$ cat config.mk
export PLATFORM = sky130hd
export DESIGN_NAME = stopwatch_ctrl
export DESIGN_NICKNAME = d
export VERILOG_FILES = /design/src/rtl/stopwatch_ctrl.sv
export SDC_FILE = /design/constraint.sdc
export NUM_CORES = 1
export LEC_CHECK = 0
export ABC_AREA = 1
export BUFFER_PORTS_ARGS = -buffer_cell sky130_fd_sc_hd__buf_2
export CAP_MARGIN = 30
export CELL_PAD_IN_SITES_DETAIL_PLACEMENT = 0
export CELL_PAD_IN_SITES_GLOBAL_PLACEMENT = 1
export CORE_ASPECT_RATIO = 1.25
export CORE_MARGIN = 2
export CORE_UTILIZATION = 48
export CTS_BUF_LIST = sky130_fd_sc_hd__clkbuf_4
export CTS_CLUSTER_DIAMETER = 120
export DETAILED_ROUTE_END_ITERATION = 12
export GPL_TIMING_DRIVEN = 0
export PLACE_DENSITY_LB_ADDON = 0.1
export SYNTH_ARGS = -nofsm -noshare
export SYNTH_HDL_FRONTEND = slang
export SYNTH_SLANG_ARGS = --single-unit
$ cat constraint.sdc
create_clock -name clk -period 4.85 [get_ports clk]
set_clock_uncertainty 0.2 [all_clocks]
set_input_delay 0.485 -clock clk [delete_from_list [all_inputs] [get_ports clk]]
set_output_delay 0.485 -clock clk [all_outputs]
set_load 0.02 [all_outputs]
$ cat src/rtl/stopwatch_ctrl.sv
// m:ss.t stopwatch controller: run/pause/lap FSM, tick prescaler and BCD digit cascade.
// Define STOPWATCH_SAT_EN to saturate at 9:59.9 and pause instead of wrapping.
module stopwatch_ctrl #(
    parameter int TICK_DIV = 10,
    parameter int TENS_MAX = 5
) (
    input  logic        clk,
    input  logic        rst_n,
    input  logic        btn_ss,
    input  logic        btn_lr,
    output logic [15:0] disp,
    output logic [1:0]  state,
    output logic        running,
    output logic        overflow
);

    localparam int PW = (TICK_DIV > 2) ? $clog2(TICK_DIV) : 1;
    localparam logic [PW-1:0] PRE_LAST = PW'(TICK_DIV - 1);
    localparam logic [3:0] T_MAX = 4'(TENS_MAX);

    typedef enum logic [1:0] {
        IDLE  = 2'd0,
        RUN   = 2'd1,
        LAP   = 2'd2,
        PAUSE = 2'd3
    } state_t;

    state_t cur, nxt;

    logic [PW-1:0] pre;
    logic [3:0]    tn, so, st, mn;
    logic [15:0]   lap;
    logic [15:0]   live;
    logic          ovf;
    logic          run_q, tick, at_max, sat_hit;
    logic          c0, c1, c2;
    logic          clear, cap;

    assign live   = {mn, st, so, tn};
    assign run_q  = (cur == RUN) || (cur == LAP);
    assign tick   = run_q && (pre == PRE_LAST);
    assign at_max = (mn == 4'd9) && (st == T_MAX) && (so == 4'd9) && (tn == 4'd9);
    assign c0     = (tn == 4'd9);
    assign c1     = c0 && (so == 4'd9);
    assign c2     = c1 && (st == T_MAX);

`ifdef STOPWATCH_SAT_EN
    assign sat_hit = tick && at_max;
`else
    assign sat_hit = 1'b0;
`endif

    assign clear = (cur == PAUSE) && (nxt == IDLE);
    assign cap   = (cur == RUN) && (nxt == LAP);

    always_ff @(posedge clk or negedge rst_n) begin
        if (!rst_n) begin
            cur <= IDLE;
        end else begin
            cur <= nxt;
        end
    end

    // btn_ss has priority; a saturating tick forces a pause
    always_comb begin
        nxt = cur;
        case (cur)
            IDLE: begin
                if (btn_ss) nxt = RUN;
            end
            RUN: begin
                if (btn_ss || sat_hit) nxt = PAUSE;
                else if (btn_lr)       nxt = LAP;
            end
            LAP: begin
                if (btn_ss || sat_hit) nxt = PAUSE;
                else if (btn_lr)       nxt = RUN;
            end
            PAUSE: begin
                if (btn_ss)      nxt = RUN;
                else if (btn_lr) nxt = IDLE;
            end
            default: nxt = IDLE;
        endcase
    end

    always_comb begin
        disp     = (cur == LAP) ? lap : live;
        running  = run_q;
        state    = cur;
        overflow = ovf;
    end

    always_ff @(posedge clk or negedge rst_n) begin
        if (!rst_n) begin
            pre <= '0;
            tn  <= 4'd0;
            so  <= 4'd0;
            st  <= 4'd0;
            mn  <= 4'd0;
            lap <= 16'h0000;
            ovf <= 1'b0;
        end else if (clear) begin
            pre <= '0;
            tn  <= 4'd0;
            so  <= 4'd0;
            st  <= 4'd0;
            mn  <= 4'd0;
            lap <= 16'h0000;
            ovf <= 1'b0;
        end else begin
            if (cur == IDLE) begin
                pre <= '0;
            end else if (run_q) begin
                pre <= tick ? '0 : pre + PW'(1);
            end
            if (tick && !sat_hit) begin
                tn <= c0 ? 4'd0 : tn + 4'd1;
                if (c0) so <= (so == 4'd9) ? 4'd0 : so + 4'd1;
                if (c1) st <= (st == T_MAX) ? 4'd0 : st + 4'd1;
                if (c2) mn <= (mn == 4'd9) ? 4'd0 : mn + 4'd1;
            end
            if (tick && at_max) begin
                ovf <= 1'b1;
            end
            // capture uses the pre-edge digits, even if a tick lands here
            if (cap) begin
                lap <= live;
            end
        end
    end

endmodule
==> flow_metrics.env <==
export IMPL_status="complete, no violations"
export IMPL_p_int_uw=568
export IMPL_avgSynthCellArea_um2=7.53
export IMPL_p_leak_nw=1.55
export IMPL_routed_via_density=5.16
export IMPL_power_switching_uw=388
export IMPL_first_pass_iters=4
export IMPL_area_growth_pct=11.0
export IMPL_hold_violations=0
export IMPL_finish_utilization_pct=54.3
export IMPL_cts_setup_buffers=0
export IMPL_routabilityCongestion=0.763
export IMPL_cp_slowest_stage_delay_ps=450
export IMPL_cts_sinks=39
export IMPL_start_kind="flop"
export IMPL_syn_area_um2=2450
export IMPL_ys_seq_elements=39
export IMPL_die_x_um=67.9
export IMPL_p_comb_share_pct=38.1
export IMPL_hp_class="input pin to async pin"
export IMPL_hold_buffers=0
export IMPL_drt_iter0_drc=84
export IMPL_grt_max_degree=40
export IMPL_p_per_area_nw_per_um2=352
export IMPL_yosysSeqAreaShare_pct=39.9
export IMPL_coreArea_um2=5010
export IMPL_ant_nets=0
export IMPL_cp_required_ps=4160
export IMPL_wl_per_cell_um=13.4
export IMPL_antenna_found_initial=0
export IMPL_finalMaxSlewViolations=0
export IMPL_synthesis_nets=343
export IMPL_cts_buffers=5
export IMPL_grt_pass1_wl_um=9410
export IMPL_vdd_drop_max_uv=233
export IMPL_clock_fmax_mhz=352
export IMPL_ys_warnings_count=0
export IMPL_cts_buffer_depth=2
export IMPL_drive_gt1_share_pct=17.7
export IMPL_cp_arrival_ps=2160
export IMPL_fp_row_count=29
export IMPL_worst_pin_slew_ps=919
export IMPL_drv_cap=0
export IMPL_seq_power_share_pct=39.0
export IMPL_crit_type="flop to primary output"
export IMPL_nNetsFinal=373
export IMPL_h_tree_depth=2
export IMPL_clock_latency_ps=350
export IMPL_setup_violations=0
export IMPL_dieArea_um2=5690
export IMPL_setup_tns_ps=0
export IMPL_io_buffers=23
export IMPL_cts_resized_gates=0
export IMPL_die_height_um=83.9
export IMPL_vias=2156
export IMPL_grt_overflow=0
export IMPL_hold_ws_ps=52.2
export IMPL_synth_cell_types=31
export IMPL_initial_core_util_pct=48.9
export IMPL_clk_pin_slew_ps=120
export IMPL_first_global_vias=1955
export IMPL_diodes=0
export IMPL_worstReg2RegStart="state[1]"
export IMPL_netSwitchingFraction_pct=40.6
export IMPL_cpMaxStageDelayCell="dfrtp_1"
export IMPL_routed_wl_um=5580
export IMPL_crit_fanout=10
export IMPL_grt_setup_unrepaired="false"
export IMPL_min_period_over_period_pct=58.6
export IMPL_dpl_hpwl_um=3860
export IMPL_root_buffer="clkbuf_4"
export IMPL_ios=24
export IMPL_cts_tree="yes"
export IMPL_synth_cells=325
export IMPL_p_clk_share_pct=22.9
export IMPL_fin_crit_ps=2840
export IMPL_reg2reg_slack_ps=2760
export IMPL_worstPathCellList="inv_1 > ha_1 > clkbuf_1 > mux2_2 > buf_2"
export IMPL_reg2reg_depth=9
export IMPL_drcViolationCount=0
export IMPL_grt_use_total_pct=21.6
export IMPL_reg2reg_to="mn[3]"
export IMPL_cp_end_kind="primary output"
export IMPL_slew_headroom_pct=38.8
==> metal layers <==
layer	part of all wire, %	global-route usage [%]	vias up
met5	0	0	-
met4	1.3	6.00	0
met3	3.6	3.64	4
met2	50	36.3	36
met1	45	28.3	1021
li1	-	-	1095
==> placed cells by master (no fill, tap or decap), types with 6 or more instances in the layout <==
master	instances
nand3_1	55
xor2_1	6
nand2_1	92
nor2_1	19
buf_2	28
inv_2	8
dfrtp_1	39
o21ai_0	19
inv_1	32
ha_1	14
==> state kept, by name, indices dropped and copies added (netlist names) <==
| name | cells |
|---|---|
| so | 4 |
| overflow | 1 |
| state | 2 |
| tn | 4 |
| mn | 4 |
| lap | 16 |
| pre | 4 |
| st | 4 |
==> final cells by class <==
| type | instances | area, µm² |
|---|---|---|
| fill | 504 | 2290 |
| multi-input combinational | 232 | 1230 |
| sequential | 39 | 976 |
| inverter | 41 | 156 |
| timing repair buffer | 23 | 115 |
| buffer | 13 | 88.8 |
| tap | 62 | 77.6 |
| clock inverter | 3 | 38.8 |
| clock buffer | 5 | 37.5 |
==> power groups by stage <==
stage / Combinational (mW) / Clock, mW / Sequential, mW
after floorplan: 0.264 / 0 / 0.383
after global placement: 0.371 / 0 / 0.379
after detailed placement: 0.370 / 0 / 0.379
after CTS: 0.371 / 0.227 / 0.373
after global routing: 0.408 / 0.242 / 0.377
final: 0.364 / 0.219 / 0.373
==> cells by family (layout without fill, tap and decap cells) <==
kind of cell / Yosys count / count (layout) / synth area share [%]
adder cells (fa/ha/maj): 14 / 14 / 7.15
buffers and inverters: 54 / 85 / 10.0
AND/OR/NAND/NOR: 182 / 182 / 33.2
XOR/XNOR: 7 / 7 / 2.50
multiplexers: 2 / 2 / 0.920
AO/OA/AOI/OAI: 27 / 27 / 6.34
flip-flops: 39 / 39 / 39.9
==> synthesized netlist by cell type <==
master / n / area (µm²)
nand2_1: 92 / 345
nand3_1: 55 / 275
dfrtp_1: 39 / 976
inv_1: 32 / 120
nor2_1: 19 / 71.3
o21ai_0: 19 / 95.1
ha_1: 14 / 175
inv_2: 8 / 30.0
xor2_1: 6 / 52.6
buf_2: 5 / 25.0
buf_6: 4 / 45.0
nor3_1: 4 / 20.0
clkbuf_1: 3 / 11.3
nand4_1: 3 / 18.8
a21oi_2: 2 / 17.5
mux2_2: 2 / 22.5
nand2_2: 2 / 12.5
nor2_2: 2 / 12.5
o21ai_2: 2 / 17.5
a21oi_1: 1 / 5.00
buf_4: 1 / 7.51
inv_4: 1 / 6.26
nand3b_1: 1 / 7.51
nand3b_4: 1 / 20.0
nand4_2: 1 / 12.5
nor2_4: 1 / 11.3
o21a_1: 1 / 7.51
o21ai_1: 1 / 5.00
o21bai_1: 1 / 7.51
or2_2: 1 / 6.26
xnor2_1: 1 / 8.76
==> through the flow <==
step / setup WS [ps] / instance area [µm²] / instances / total power, mW
floorplan: 2630 / 2450 / 325 / 0.646
CTS: 1960 / 2720 / 418 / 0.971
detailed placement: 2360 / 2640 / 410 / 0.749
global route: 1860 / 2720 / 418 / 1.03
finish: 2010 / 2720 / 418 / 0.956
global placement: 2400 / 2640 / 410 / 0.750
==> worst max path at each step <==
stage | end | from | cells past startpoint | slack (ps)
5_1_grt | disp[15] | state[0] | 5 | 1860
6_report | disp[15] | state[0] | 5 | 2010
3_3_place_gp | disp[15] | state[0] | 5 | 2400
4_1_cts | disp[15] | state[0] | 5 | 1960
2_1_floorplan | disp[0] | state[0] | 4 | 2630
3_5_place_dp | disp[15] | state[0] | 5 | 2360
==> critical path, delay by kind of cell, from the launching register on <==
family / cells / cell delay, ps
buf+inv: 3 / 710
flops: 1 / 450
mux: 1 / 400
fa+ha+maj: 1 / 250
(Power assumes the default switching activity.)
